**src/rtl/calc_sequencer.sv**
```systemverilog
// calc_sequencer: hex keypad calculator sequencer (operand entry, op select, compute, result).
// Build option CALC_SEQ_MULT_EN adds key 0x12 as a 16-cycle shift-add multiply; otherwise 0x12 is ignored.
module calc_sequencer (
    input  logic        clock,
    input  logic        reset,
    input  logic [4:0]  keycode,
    input  logic        newkey,
    output logic [15:0] value,
    output logic        busy,
    output logic        ovf,
    output logic [2:0]  dbg_state
);
    typedef enum logic [2:0] {
        ENTRY_A = 3'd0,
        OP_WAIT = 3'd1,
        ENTRY_B = 3'd2,
        COMPUTE = 3'd3,
        RESULT  = 3'd4
    } state_t;

    typedef enum logic [1:0] {
        OP_ADD = 2'd0,
        OP_SUB = 2'd1,
        OP_MUL = 2'd2
    } op_t;

    state_t      state_q, state_d;
    op_t         op_q, op_d, pend_op_q, pend_op_d, key_op;
    logic        pend_v_q, pend_v_d;
    logic [15:0] a_q, a_d, b_q, b_d, value_q, value_d;
    logic        busy_q, busy_d, ovf_q, ovf_d;
    logic        is_digit, is_op, is_eq, is_clr, done;
    logic [3:0]  digit;
    logic [16:0] addsub;
    logic [15:0] result;
    logic        res_ovf;

    // newkey is a one-cycle valid with no ready: a key arriving while COMPUTE is active is dropped.
    always_comb begin
        digit    = keycode[3:0];
        is_digit = newkey && (keycode[4] == 1'b0);
        is_eq    = newkey && (keycode == 5'h13);
        is_clr   = newkey && (keycode == 5'h14);
        is_op    = 1'b0;
        key_op   = OP_ADD;
        if (newkey) begin
            case (keycode)
                5'h10: is_op = 1'b1;
                5'h11: begin
                    is_op  = 1'b1;
                    key_op = OP_SUB;
                end
`ifdef CALC_SEQ_MULT_EN
                5'h12: begin
                    is_op  = 1'b1;
                    key_op = OP_MUL;
                end
`endif
                default: ;
            endcase
        end
    end

    // Bit 16 is the carry for add and the borrow (A < B) for subtract.
    always_comb begin
        if (op_q == OP_SUB) addsub = {1'b0, a_q} - {1'b0, b_q};
        else                addsub = {1'b0, a_q} + {1'b0, b_q};
    end

`ifdef CALC_SEQ_MULT_EN
    logic [31:0] prod_q, prod_d, prod_step;
    logic [3:0]  mul_cnt_q, mul_cnt_d;
    logic [16:0] mul_sum;

    // prod holds {partial high half, remaining multiplier bits}; A is added then the pair shifts right.
    always_comb begin
        mul_sum   = {1'b0, prod_q[31:16]} + (prod_q[0] ? {1'b0, a_q} : 17'h0_0000);
        prod_step = {mul_sum, prod_q[15:1]};
    end
`endif

    always_comb begin
        state_d   = state_q;
        op_d      = op_q;
        pend_op_d = pend_op_q;
        pend_v_d  = pend_v_q;
        a_d       = a_q;
        b_d       = b_q;
        value_d   = value_q;
        busy_d    = busy_q;
        ovf_d     = ovf_q;
        done      = 1'b0;
        result    = addsub[15:0];
        res_ovf   = addsub[16];
`ifdef CALC_SEQ_MULT_EN
        prod_d    = prod_q;
        mul_cnt_d = mul_cnt_q;
`endif
        if (state_q == COMPUTE) begin
`ifdef CALC_SEQ_MULT_EN
            if (op_q == OP_MUL) begin
                prod_d    = prod_step;
                mul_cnt_d = mul_cnt_q + 4'd1;
                done      = (mul_cnt_q == 4'd15);
                result    = prod_step[15:0];
                res_ovf   = |prod_step[31:16];
            end else begin
                done = 1'b1;
            end
`else
            done = 1'b1;
`endif
            if (done) begin
                a_d     = result;
                value_d = result;
                ovf_d   = res_ovf;
                busy_d  = 1'b0;
                if (pend_v_q) begin
                    op_d     = pend_op_q;
                    pend_v_d = 1'b0;
                    state_d  = OP_WAIT;
                end else begin
                    state_d  = RESULT;
                end
            end
        end else if (is_clr) begin
            state_d   = ENTRY_A;
            a_d       = 16'h0000;
            b_d       = 16'h0000;
            op_d      = OP_ADD;
            pend_op_d = OP_ADD;
            pend_v_d  = 1'b0;
            ovf_d     = 1'b0;
            value_d   = 16'h0000;
        end else begin
            case (state_q)
                ENTRY_A: begin
                    if (is_digit) begin
                        a_d     = {a_q[11:0], digit};
                        value_d = {a_q[11:0], digit};
                    end else if (is_op) begin
                        op_d    = key_op;
                        state_d = OP_WAIT;
                    end
                end
                OP_WAIT: begin
                    if (is_digit) begin
                        b_d     = {12'h000, digit};
                        value_d = {12'h000, digit};
                        state_d = ENTRY_B;
                    end else if (is_op) begin
                        op_d = key_op;
                    end
                end
                ENTRY_B: begin
                    if (is_digit) begin
                        b_d     = {b_q[11:0], digit};
                        value_d = {b_q[11:0], digit};
                    end else if (is_eq || is_op) begin
                        state_d = COMPUTE;
                        busy_d  = 1'b1;
                        if (is_op) begin
                            pend_op_d = key_op;
                            pend_v_d  = 1'b1;
                        end
`ifdef CALC_SEQ_MULT_EN
                        prod_d    = {16'h0000, b_q};
                        mul_cnt_d = 4'd0;
`endif
                    end
                end
                RESULT: begin
                    if (is_digit) begin
                        a_d     = {12'h000, digit};
                        value_d = {12'h000, digit};
                        ovf_d   = 1'b0;
                        state_d = ENTRY_A;
                    end else if (is_op) begin
                        op_d    = key_op;
                        state_d = OP_WAIT;
                    end
                end
                default: ;
            endcase
        end
    end

    always_ff @(posedge clock) begin
        if (reset) begin
            state_q   <= ENTRY_A;
            op_q      <= OP_ADD;
            pend_op_q <= OP_ADD;
            pend_v_q  <= 1'b0;
            a_q       <= 16'h0000;
            b_q       <= 16'h0000;
            value_q   <= 16'h0000;
            busy_q    <= 1'b0;
            ovf_q     <= 1'b0;
`ifdef CALC_SEQ_MULT_EN
            prod_q    <= 32'h0000_0000;
            mul_cnt_q <= 4'd0;
`endif
        end else begin
            state_q   <= state_d;
            op_q      <= op_d;
            pend_op_q <= pend_op_d;
            pend_v_q  <= pend_v_d;
            a_q       <= a_d;
            b_q       <= b_d;
            value_q   <= value_d;
            busy_q    <= busy_d;
            ovf_q     <= ovf_d;
`ifdef CALC_SEQ_MULT_EN
            prod_q    <= prod_d;
            mul_cnt_q <= mul_cnt_d;
`endif
        end
    end

    assign value     = value_q;
    assign busy      = busy_q;
    assign ovf       = ovf_q;
    assign dbg_state = state_q;
endmodule

```
**config.mk**
```make
export PLATFORM = sky130hd
export DESIGN_NAME = calc_sequencer
export DESIGN_NICKNAME = d
export VERILOG_FILES = /design/src/rtl/calc_sequencer.sv
export SDC_FILE = /design/constraint.sdc
export NUM_CORES = 1
export LEC_CHECK = 0
export ABC_AREA = 1
export BUFFER_PORTS_ARGS = -buffer_cell sky130_fd_sc_hd__buf_2
export CAP_MARGIN = 10
export CORE_UTILIZATION = 45
export DETAILED_ROUTE_END_ITERATION = 7
export PLACE_DENSITY_LB_ADDON = 0.25
export SETUP_SLACK_MARGIN = 0.2
export SLEW_MARGIN = 20
export SYNTH_ARGS = -nofsm -noshare
export SYNTH_HDL_FRONTEND = slang
export SYNTH_SLANG_ARGS = --single-unit
export TNS_END_PERCENT = 30
```
**constraint.sdc**
```tcl
create_clock -name clock -period 3 [get_ports clock]
set_input_delay 0.45 -clock clock [delete_from_list [all_inputs] [get_ports clock]]
set_output_delay 0.45 -clock clock [all_outputs]
set_load 0.1 [all_outputs]
```
==> results of run 1 <==
layer usage:
metal	vias to the layer above	share of wire [%]	track usage, %
met5	-	0	0
met4	0	2.2	8.94
met3	27	7.5	3.30
met2	157	45	42.1
met1	2031	45	34.9
li1	2282	-	-
sequential cells by signal (all words and copies together), names as in the netlist:
signal     flops
value         16
a_q           16
ovf            1
busy           1
b_q           16
pend_op_q      1
pend_v_q       1
op_q           1
dbg_state      3
area by class of cell:
cell class	instances	area, um2
repair buffers	35	193
multi-input cells	521	2670
clock buffers	6	82.6
inverters	114	430
flip-flops and latches	56	1130
clock inverters	2	38.8
well taps	111	139
fillers	966	4520
worst reg2reg max path: cells and delay by family, from the launching register on:
family / cells / cell delay, ns
buf+inv: 2 / 0.22
compound gates: 2 / 0.32
xor+xnor: 1 / 0.28
fa+ha+maj: 2 / 0.49
flops: 1 / 0.33
simple gates: 9 / 0.89
cell usage after synthesis (3+ instances only):
master / n
a21oi_1: 76
and2_1: 3
buf_2: 3
buf_4: 3
buf_6: 6
clkbuf_1: 9
dfxtp_1: 56
ha_1: 17
inv_1: 106
inv_2: 7
nand2_1: 181
nand2_2: 3
nand2_4: 4
nand3_1: 37
nand3b_1: 7
nor2_1: 108
nor3_1: 6
o21ai_0: 31
o21ai_1: 18
xnor2_1: 3
xor2_1: 11
placed cells by master, fill, tap and decap left out, types with 3 or more instances in the layout:
master    count
a21oi_1      73
a21oi_2       3
and2_1        3
buf_2        28
buf_4         7
clkbuf_8      6
dfxtp_1      50
dfxtp_2       6
ha_1         14
inv_1       102
inv_2        11
nand2_1     178
nand2_2       5
nand2_4       5
nand3_1      35
nand3_2       4
nand3b_1      7
nor2_1      104
nor2_2        5
nor3_1        4
o21ai_0      30
o21ai_1      18
xnor2_1       3
xor2_1       11
through the flow:
stage	utilization, %	hold WS, ns	worst slack [ns]
finish	50.9	0.387	0.408
global route	50.9	0.388	0.196
CTS	49.8	0.387	0.233
detailed placement	48.4	0.447	0.183
global placement	48.4	0.435	0.234
floorplan	-	0.425	0.660
path summary, 6_finish.rpt:
path / slack (ns) / from / end
worst min register to register: 0.46 / pend_op_q[0] / pend_op_q[0]
worst max register to register: 0.41 / b_q[1] / a_q[13]
worst min-delay path: 0.39 / reset / dbg_state[2]
worst max-delay path: 0.41 / b_q[1] / a_q[13]
timing repair:
item,CTS,global route
setup buffers,0,1
hold buffers,0,0
resized for setup,1,31
pin swaps,0,5
setup endpoints to repair,2,16
cells by family (layout without fill, tap and decap cells):
logic type / Yosys count / in the layout / synth area share, %
simple gates: 360 / 360 / 36.8
buf+inv: 135 / 157 / 13.3
compound gates: 129 / 129 / 15.3
flops: 56 / 56 / 26.3
fa+ha+maj: 18 / 18 / 5.45
xor+xnor: 14 / 14 / 2.87
==> run metrics, run 1 <==
GRT Util Overall 25.7%; root buf cell clkbuf_8; Final Instance Count excl. Fillers 845; Core Box Area 9200 um2; DR vias/cell 5.32; worst-path cell chain inv_1 -> ha_1 -> nand3_1 -> nor2_1 -> nand3_1 -> nand2_1 -> xor2_1 -> ha_4 -> nand2_2 -> nor2_2 -> buf_4 -> a21oi_1 -> nand2_1 -> nand2_1 -> nand3_1 -> a21oi_1; global-route wire length before repair 20.4 mm; diode count 0; Final min period 2.59 ns; drc violations 0; clock sink total 56; synth unique cells 36; CTS buffer count 5; initial antenna violation count 0; clock latency on the worst-skew pair 0.32 ns; CP max-delay cell dfxtp_1; worst hold stages 2; worst-margin pin slew 0.617 ns; Final Net Count 759; crit path capture type flip-flop; worst rel slew slack 58.7%; Antenna Nets Post-Route 0; status complete, no violations; DR pass1 iterations 5; Fin. Hold Viols 0; largest stage delay on the critical path 0.33 ns; CP required 3.26 ns; placed cells 836; Setup Viol. Count Final 0; grt ovf 0; Total Wirelength 11.9 mm; synthesized flop and latch total 56; Die H 99.4 um; Area growth syn-to-layout 9.52%; async set-or-reset flop fraction in the synthesized netlist 0%; chip width 99.4 um; # rows 35; top cells by area, synth dfxtp_1 26%, nand2_1 16%, nor2_1 9.5%, inv_1 9.3%, a21oi_1 8.9%; share of post-route cells with drive strength above 1 13.1%; CTS tree built; fmax 386 MHz; predominant post-synthesis flop cell dfxtp_1; Sum Neg Setup Slack 0 ns; initial core utilization 46.4%; CTS clk-pin slew, worst paths 0.11 ns; DR WL/cell 14.1 um; Synth Cell Area 4270 um2; routability congestion estimate 0.982; max-slew violations 0; yosys warns 0; max-capacitance violation count 0; CP Max Fanout 5; H-tree Lvls 2; critical path depth 16; Crit Path Class reg -> reg; buffer levels on the longest clock path 2; Final Skew 0.00624 ns; Worst setup SP type flip-flop; share of the synthesized area in the top cell type 26.3%; Yosys top cell by area dfxtp_1; Bufs and invs on worst path 2; post-synthesis sequential area ratio 26.3%; syn nets 738; final period utilization 86.4%; RSZ-0062 raised after global routing no; Total Die Area 9880 um2; largest net degree at the start of global routing 28; number of flops mapped to enable cells by yosys 0; Mapped Avg Cell Area 6.00 um2; vias in the first global route 4285; Port Buffers 28; reg2reg path depth 16; IO Pins 29; Arrival @ worst endpoint 2.85 ns; fin area 4680 um2; dpl hpwl 9.10 mm; cells after synthesis 712; Hold Path Class in -> reg; total vias in the final route 4497; CP top delay family simple AND/OR/NAND/NOR gates; placed cell area 4460 um2; initial DRC count 298
Power of run 1 is left out: the tool's default activity adds up to more than one toggle a clock period on the data nets, which glitch-free logic cannot reach.
==> inputs of run 2 (changes only) <==
--- a/config.mk
+++ b/config.mk
@@ -5,7 +5,6 @@
 export SDC_FILE = /design/constraint.sdc
 export NUM_CORES = 1
 export LEC_CHECK = 0
-export ABC_AREA = 1
 export BUFFER_PORTS_ARGS = -buffer_cell sky130_fd_sc_hd__buf_2
 export CAP_MARGIN = 10
 export CORE_UTILIZATION = 45
==> run metrics, run 2 <==
Synth Cell Area 3840 um2 (-10%); Total Power 2.01 mW; dpl hpwl 8.35 mm (-8.3%); CTS clk-pin slew, worst paths 0.10 ns (about the same); RSZ-0062 raised after global routing yes; initial DRC count 306 (+2.7%); Seq pwr share 40.2%; chip width 94.4 um (-5.0%); IO Pins 29 (unchanged); internal power 1.27 mW; placed cell area 4200 um2 (-5.8%); Yosys top cell by area dfxtp_1; CP Max Fanout 4 (-1); most frequent cells in the layout 55 x dfxtp_1, 52 x a21oi_1, 46 x nand2_1; top cells by count, synth 64 x a21oi_1, 56 x dfxtp_1, 47 x nand2_1; global-route wire length before repair 18.6 mm (-8.8%); Total Die Area 8920 um2 (-9.8%); # rows 33 (-5.7%); H-tree Lvls 2 (unchanged); pre-CTS setup slack 0.0314 ns (-0.152 ns); CP required 3.25 ns (about the same); Arrival @ worst endpoint 3.20 ns (+0.35 ns); total vias in the final route 4017 (-11%); P_leak 1.76 nW; cells after synthesis 508 (-29%); Die H 94.4 um (-5.0%); predominant post-synthesis flop cell dfxtp_1; Sw Ratio 36.8%; DR WL/cell 17.6 um (+24%); Bufs and invs on worst path 0 (-2); max-slew violations 0 (unchanged); worst-margin pin slew 0.663 ns (+0.0460 ns); Worst setup SP type flip-flop; share of the synthesized area in the top cell type 29.2% (+2.9 points); top cells by area, synth dfxtp_1 29%, a21oi_1 8.3%, ha_1 5.5%, nand2_1 4.6%, nor2_1 4.5%; Mapped Avg Cell Area 7.57 um2 (+26%); GRT Util Overall 26.6% (+0.87 points); most common cell after layout, fill and taps aside dfxtp_1; count leader, synth a21oi_1; crit path capture type flip-flop; fin area 4500 um2 (-3.7%); vias in the first global route 3589 (-16%); Max VDD drop 210 uV; Core Box Area 8260 um2 (-10%); CTS tree built; Total Wirelength 11.5 mm (-4.0%); clock share of power 25.4%; PwrDens 447 nW/um2; initial antenna violation count 0 (unchanged); clock sink total 56 (unchanged); diode count 0 (unchanged); buffer levels on the longest clock path 2 (unchanged); max-capacitance violation count 0 (unchanged); syn nets 534 (-28%); Fin. Hold Viols 0 (unchanged); root buf cell clkbuf_8; DR vias/cell 6.15 (+16%); combinational group share of total power 34.4%; Area growth syn-to-layout 17.1%; initial core utilization 46.5% (+0.11 points); Net Sw Power 742 uW; Fill cells 798 (-17%); synthesized flop and latch total 56 (unchanged); final period utilization 98.3% (+12 points); clock latency on the worst-skew pair 0.32 ns (about the same); yosys warns 0 (unchanged); status complete, no violations; CP top delay family simple AND/OR/NAND/NOR gates; critical path depth 12 (-4); CTS buffer count 5 (unchanged); largest net degree at the start of global routing 29 (+3.6%); Final Net Count 573 (-25%); Port Buffers 28 (unchanged); number of flops mapped to enable cells by yosys 0 (unchanged); DR pass1 iterations 6 (+1); Antenna Nets Post-Route 0 (unchanged); fmax 339 MHz (-12%); CP most frequent cell a21o_1; reg2reg path depth 12 (-4); share of post-route cells with drive strength above 1 20.4% (+7.4 points); synth unique cells 53 (+47%); worst rel slew slack 55.5% (-3.2 points); drc violations 0 (unchanged); largest stage delay on the critical path 0.55 ns (+0.22 ns); async set-or-reset flop fraction in the synthesized netlist 0% (unchanged); Hold Path Class in -> reg; fin worst setup slack 0.0501 ns (-0.358 ns); Final min period 2.95 ns (+0.358 ns); grt ovf 0 (unchanged); CP max-delay cell or4_4; Setup Viol. Count Final 0 (unchanged); post-synthesis sequential area ratio 29.2% (+2.9 points); worst hold stages 3 (+1); Crit Path Class reg -> reg; worst-path cell chain or4_4 -> nor3_4 -> nor3b_4 -> a31oi_1 -> xnor2_1 -> ha_1 -> a21o_1 -> a21o_1 -> a211oi_2 -> o21ai_2 -> a211o_1 -> nand3_1; routability congestion estimate 0.918 (-6.6%); Final Skew 0.0134 ns (+0.00714 ns); Sum Neg Setup Slack 0 ns (unchanged)
[run 2: per-layer routing]
metal	global-route usage [%]	wire length (um)
met1	37.5	5290
met2	42.8	5220
met3	3.46	748
met4	6.15	209
met5	0	0
[run 2: worst min-delay path: stages]
cell and delay, ns:
buf_2 0.14, nand2_1 0.06, a21oi_1 0.06
[run 2: through the flow]
stage	instances	hold slack (ns)	utilization (%)
floorplan	508	0.436	-
global placement	638	0.437	50.8
detailed placement	638	0.446	50.8
CTS	646	0.432	52.4
global route	653	0.449	54.5
finish	653	0.443	54.5
[run 2: path summary, 6_finish.rpt]
path | from | endpoint | slack [ns]
worst min-delay path | keycode[3] | b_q[3] | 0.44
worst max-delay path | b_q[5] | ovf | 0.05
worst max register to register | b_q[5] | ovf | 0.05
worst min register to register | value[0] | value[0] | 0.46
[run 2: what timing repair did]
action / in CTS / in global routing
pin swaps: 7 / 22
setup buffers: 0 / 7
setup endpoints to repair: 13 / 17
resized for setup: 6 / 31
hold buffers: 0 / 0
gates cloned: 0 / 0
[run 2: cells by family (layout without fill, tap and decap cells)]
family / count (synthesis) / after routing / synth area share (%)
compound gates: 186 / 186 / 31.1
simple gates: 175 / 175 / 22.1
flops: 56 / 56 / 29.2
buf+inv: 48 / 88 / 5.66
fa+ha+maj: 18 / 18 / 6.05
xor+xnor: 18 / 18 / 4.10
mux: 7 / 7 / 1.82
[run 2: area by class of cell]
class	instances	area, um2	area share [%]
Timing Repair Buffer	68	444	9.87
Multi-Input combinational cell	404	2650	58.8
Tap cell	105	131	2.92
Clock inverter	3	42.5	0.945
Sequential cell	56	1120	24.9
Inverter	12	45.0	1.00
Clock buffer	5	68.8	1.53
[run 2: power groups by stage]
| stage | combinational (mW) | sequential [mW] | clock (mW) |
|---|---|---|---|
| after global placement | 0.596 | 0.825 | 0 |
| final | 0.693 | 0.810 | 0.512 |
| after CTS | 0.615 | 0.809 | 0.523 |
| after floorplan | 0.342 | 0.938 | 0 |
| after detailed placement | 0.601 | 0.826 | 0 |
| after global routing | 0.744 | 0.815 | 0.551 |
No activity file was read; power rests on OpenSTA's default activity.
